==> src/rtl/rand_op_unit.sv <==
// CHIP-8 CXNN execution unit: VX = random byte & NN.
// Random bytes are prefetched into a small FIFO so every accepted CXNN has one ready.
module rand_op_unit #(
    parameter int DEPTH = 4
) (
    input  logic                         clk,
    input  logic                         rst,
    input  logic [7:0]                   rnd_byte,
    input  logic                         op_valid,
    input  logic [15:0]                  op,
    output logic                         op_ready,
    output logic                         wr_valid,
    input  logic                         wr_ready,
    output logic [3:0]                   wr_idx,
    output logic [7:0]                   wr_data,
    output logic                         err_opcode,
    output logic [$clog2(DEPTH+1)-1:0]   level
);

    localparam int PW = $clog2(DEPTH);
    localparam int LW = $clog2(DEPTH + 1);

    localparam logic [0:0] IDLE  = 1'b0;
    localparam logic [0:0] WRITE = 1'b1;

    logic [0:0]    state;
    logic [7:0]    mem [DEPTH];
    logic [PW-1:0] rd_ptr;
    logic [PW-1:0] wr_ptr;
    logic          accept;
    logic          is_cxnn;
    logic          pop;
    logic          push;
    logic [7:0]    head;

    assign wr_valid = (state == WRITE);
    assign op_ready = (!wr_valid || wr_ready) && (level != '0);
    assign accept   = op_valid && op_ready;
    assign is_cxnn  = (op[15:12] == 4'hC);
    assign pop      = accept && is_cxnn;
    // A full FIFO still takes a new byte when the head leaves in the same cycle.
    assign push     = (level != LW'(DEPTH)) || pop;
    assign head     = mem[rd_ptr];

    always_ff @(posedge clk) begin
        if (push) begin
            mem[wr_ptr] <= rnd_byte;
        end
    end

    // Pointers wrap naturally because DEPTH is a power of two.
    always_ff @(posedge clk or negedge rst) begin
        if (!rst) begin
            rd_ptr <= '0;
            wr_ptr <= '0;
            level  <= '0;
        end else begin
            if (push) begin
                wr_ptr <= wr_ptr + PW'(1);
            end
            if (pop) begin
                rd_ptr <= rd_ptr + PW'(1);
            end
            if (push && !pop) begin
                level <= level + LW'(1);
            end
        end
    end

    always_ff @(posedge clk or negedge rst) begin
        if (!rst) begin
            state      <= IDLE;
            wr_idx     <= '0;
            wr_data    <= '0;
            err_opcode <= 1'b0;
        end else begin
            err_opcode <= accept && !is_cxnn;
            case (state)
                IDLE: begin
                    if (pop) begin
                        state   <= WRITE;
                        wr_idx  <= op[11:8];
                        wr_data <= head & op[7:0];
                    end
                end
                WRITE: begin
                    // A retiring write may be replaced in the same cycle for full throughput.
                    if (pop) begin
                        wr_idx  <= op[11:8];
                        wr_data <= head & op[7:0];
                    end else if (wr_ready) begin
                        state <= IDLE;
                    end
                end
                default: state <= IDLE;
            endcase
        end
    end

endmodule

==> config.mk <==
export PLATFORM = sky130hd
export DESIGN_NAME = rand_op_unit
export DESIGN_NICKNAME = d
export VERILOG_FILES = /design/src/rtl/rand_op_unit.sv
export SDC_FILE = /design/constraint.sdc
export NUM_CORES = 1
export LEC_CHECK = 0
export ABC_AREA = 1
export CAP_MARGIN = 20
export CORE_ASPECT_RATIO = 1.4
export CORE_UTILIZATION = 50
export CTS_BUF_LIST = sky130_fd_sc_hd__clkbuf_2
export DETAILED_ROUTE_END_ITERATION = 12
export GPL_TIMING_DRIVEN = 0
export PLACE_DENSITY = 0.78
export REMOVE_ABC_BUFFERS = 1
export SYNTH_ARGS = -nofsm -noshare
export SYNTH_HDL_FRONTEND = slang
export SYNTH_SLANG_ARGS = --single-unit
==> constraint.sdc <==
create_clock -name clk -period 2.4 [get_ports clk]
set_input_delay 0.48 -clock clk [delete_from_list [all_inputs] [get_ports clk]]
set_output_delay 0.48 -clock clk [all_outputs]
set_load 0.05 [all_outputs]
==> results.toml <==
[timing]
setup_violations = 0
fmax_ghz = 0.440
rsz0062_at_grt = "false"
drv_slew = 0
holdWs_ns = 0.501
worstMarginPinSlew_ns = 0.938
post-route-min-period_ns = 2.27
finalHoldViolCount = 0
finClkSkew_ns = 0.0196
relSlewSlack_pct = 37.3
fin_crit_sh_pct = 94.8

[placement]
place_hpwl_mm = 3.13
place.gp.congestion = 0.741
dp.cells = 319
port_buffers = 45

[clock_tree]
hold_buffers = 0
root_buffer = "clkbuf_2"
clk_path_buf_depth = 2
path_clk_slew_ns = 0.28
cts_made_buffers = 5
clock_sinks = 53
cts_max_level = 2
cts_resized = 3
cts_tree = "done"
cts_setup_buffers = 0
clk_latency_ns = 0.44

[synthesis]
netlist_area_um2 = 2320
synth.distinct_cells = 23
yosysWarnings = 0
ys_seq_area_share_pct = 64.1
ys_seq_elements = 53
syn_area_per_cell_um2 = 10.5
synthCells = 220

[drt]
ant_nets = 0
via_per_inst = 4.93
via_count = 1613
drt_first_pass_iters = 4
drtIter0Drc = 54
drt-wirelength-per-cell_um = 13.6
drt-total-wl_mm = 4.46
drc_errors = 0

[job]
cap_violations = 0

[global_routing]
grt_antenna_before_repair = 0
grt_max_degree = 22
grt_overflow_total = 0
grt_use_total_pct = 19.9
grt_pass1_vias = 1526
grt_pass1_wl_mm = 6.94

[worst_setup_path]
critPathMaxFanout = 4
reg2reg_depth = 7
cp.arrival_ns = 1.79
critPathKind = "reg -> out"
cp_data_required_time_ns = 1.92
crit-reg2reg-capture = "mem[1][3]"
cp-start-kind = "flip-flop"
rrSetupSlack_ns = 0.20
end_kind = "primary output"
worstReg2RegStart = "level[0]"

[power_and_ir_drop]
p_leak_uw = 0.00128
peakVddDrop_mv = 0.761
p_per_area_nw_per_um2 = 1250

[floorplan]
io-pin-count = 46
core_area_um2 = 4340
die_w_um = 59.5
start_util_pct = 53.3
placementRows = 28
die_area_um2 = 4910
fp.dieH_um = 82.6

[final_layout]
syn_to_final_growth_pct = 22.3
antenna_cells = 0
drive_above_1_share_pct = 7.49
fin_cells = 327
nNetsFinal = 300

[run_status]
status = "finished clean"

[hold_path]
hold_path_class = "in -> async"
-- placed cells by master (no fill, tap or decap), drive strengths merged --
| cell type | n |
|---|---|
| a21oi | 8 |
| clkbuf | 5 |
| clkdlybuf4s15 | 1 |
| clkdlybuf4s50 | 44 |
| clkinv | 2 |
| clkinvlp | 1 |
| dfrtp | 21 |
| edfxtp | 32 |
| ha | 6 |
| inv | 17 |
| nand2 | 93 |
| nand3 | 15 |
| nor2 | 16 |
| o21ai | 1 |
| o21bai | 2 |
| xor2 | 3 |
-- state kept, by name (all words and copies together) (netlist names) --
register and flops:
wr_ptr 2, rd_ptr 2, wr_valid 1, wr_idx 4
err_opcode 1, mem 32, wr_data 8, level 3
-- logic make-up after synthesis --
group           after synthesis  share of synthesized area [%]
xor+xnor                      3                           1.13
flops                        53                           64.1
compound gates               11                           2.75
simple gates                124                           23.4
fa+ha+maj                     6                           3.24
buf+inv                      23                           5.29
-- power by group --
| part | internal [uW] | switching [uW] |
|---|---|---|
| clock | 73.9 | 289 |
| combinational | 528 | 1080 |
| sequential | 1350 | 228 |
-- critical path, cell delays in order (launching register included) --
cell,delay [ns]
dfrtp_1,0.45
inv_1,0.08
ha_1,0.24
nand2_4,0.10
nand2_2,0.07
inv_1,0.07
clkdlybuf4s15_2,0.37
-- synth_stat cells --
cell type,n,area share [%]
o21bai_1,1,0.32
nand2_1,90,15
clkinv_1,1,0.16
buf_4,3,0.97
inv_4,1,0.27
nor2_1,14,2.3
o21bai_2,1,0.49
edfxtp_1,32,41
nand3_4,1,0.76
xor2_1,3,1.1
nor2_8,1,0.86
inv_1,13,2.1
nor2_4,1,0.49
nand2_4,2,0.97
buf_6,3,1.5
nand3_2,1,0.43
nand3_1,13,2.8
inv_2,2,0.32
a21oi_1,8,1.7
nand2_2,1,0.27
dfrtp_1,21,23
ha_1,6,3.2
o21ai_0,1,0.22
-- stage by stage --
step / setup WS, ns / TNS [ns] / total power [uW] / util [%] / cell area (um2)
floorplan: 0.207 / 0 / 2670 / - / 2260
global placement: -0.169 / -5.33 / 3180 / 64.1 / 2790
detailed placement: -0.212 / -5.90 / 3240 / 64.1 / 2790
CTS: 0.0901 / 0 / 3580 / 65.2 / 2830
global route: 0.0165 / 0 / 3790 / 65.2 / 2830
finish: 0.125 / 0 / 3550 / 65.2 / 2830
-- layer usage --
layer  vias up  track usage [%]  wire, um
met1       782             22.5      1740
met3         5             3.74       126
met4         0             6.98        61
met2        31             37.0      2530
met5         -                0         0
li1        795                -         -
-- final cells by class --
cell class                 count  area [um2]
fill                         366        1510
clock buffer                   5        25.0
multi-input combinational    144         708
tap                           60        75.1
inverter                      17        66.3
timing repair buffer          45         452
clock inverter                 3        21.3
sequential                    53        1490
-- worst max path at each step --
stage                     startpoint   endpoint  slack (ns)  cells past startpoint
after floorplan             level[0]  mem[0][0]        0.21                      7
after global placement        op[13]  mem[2][2]       -0.17                      6
after detailed placement      op[13]  mem[1][2]       -0.21                      6
after CTS                   level[0]   op_ready        0.09                      6
after global routing        level[0]   op_ready        0.02                      6
final                       level[0]   op_ready        0.13                      6
Note: power is estimated with default switching activity, not from simulation.
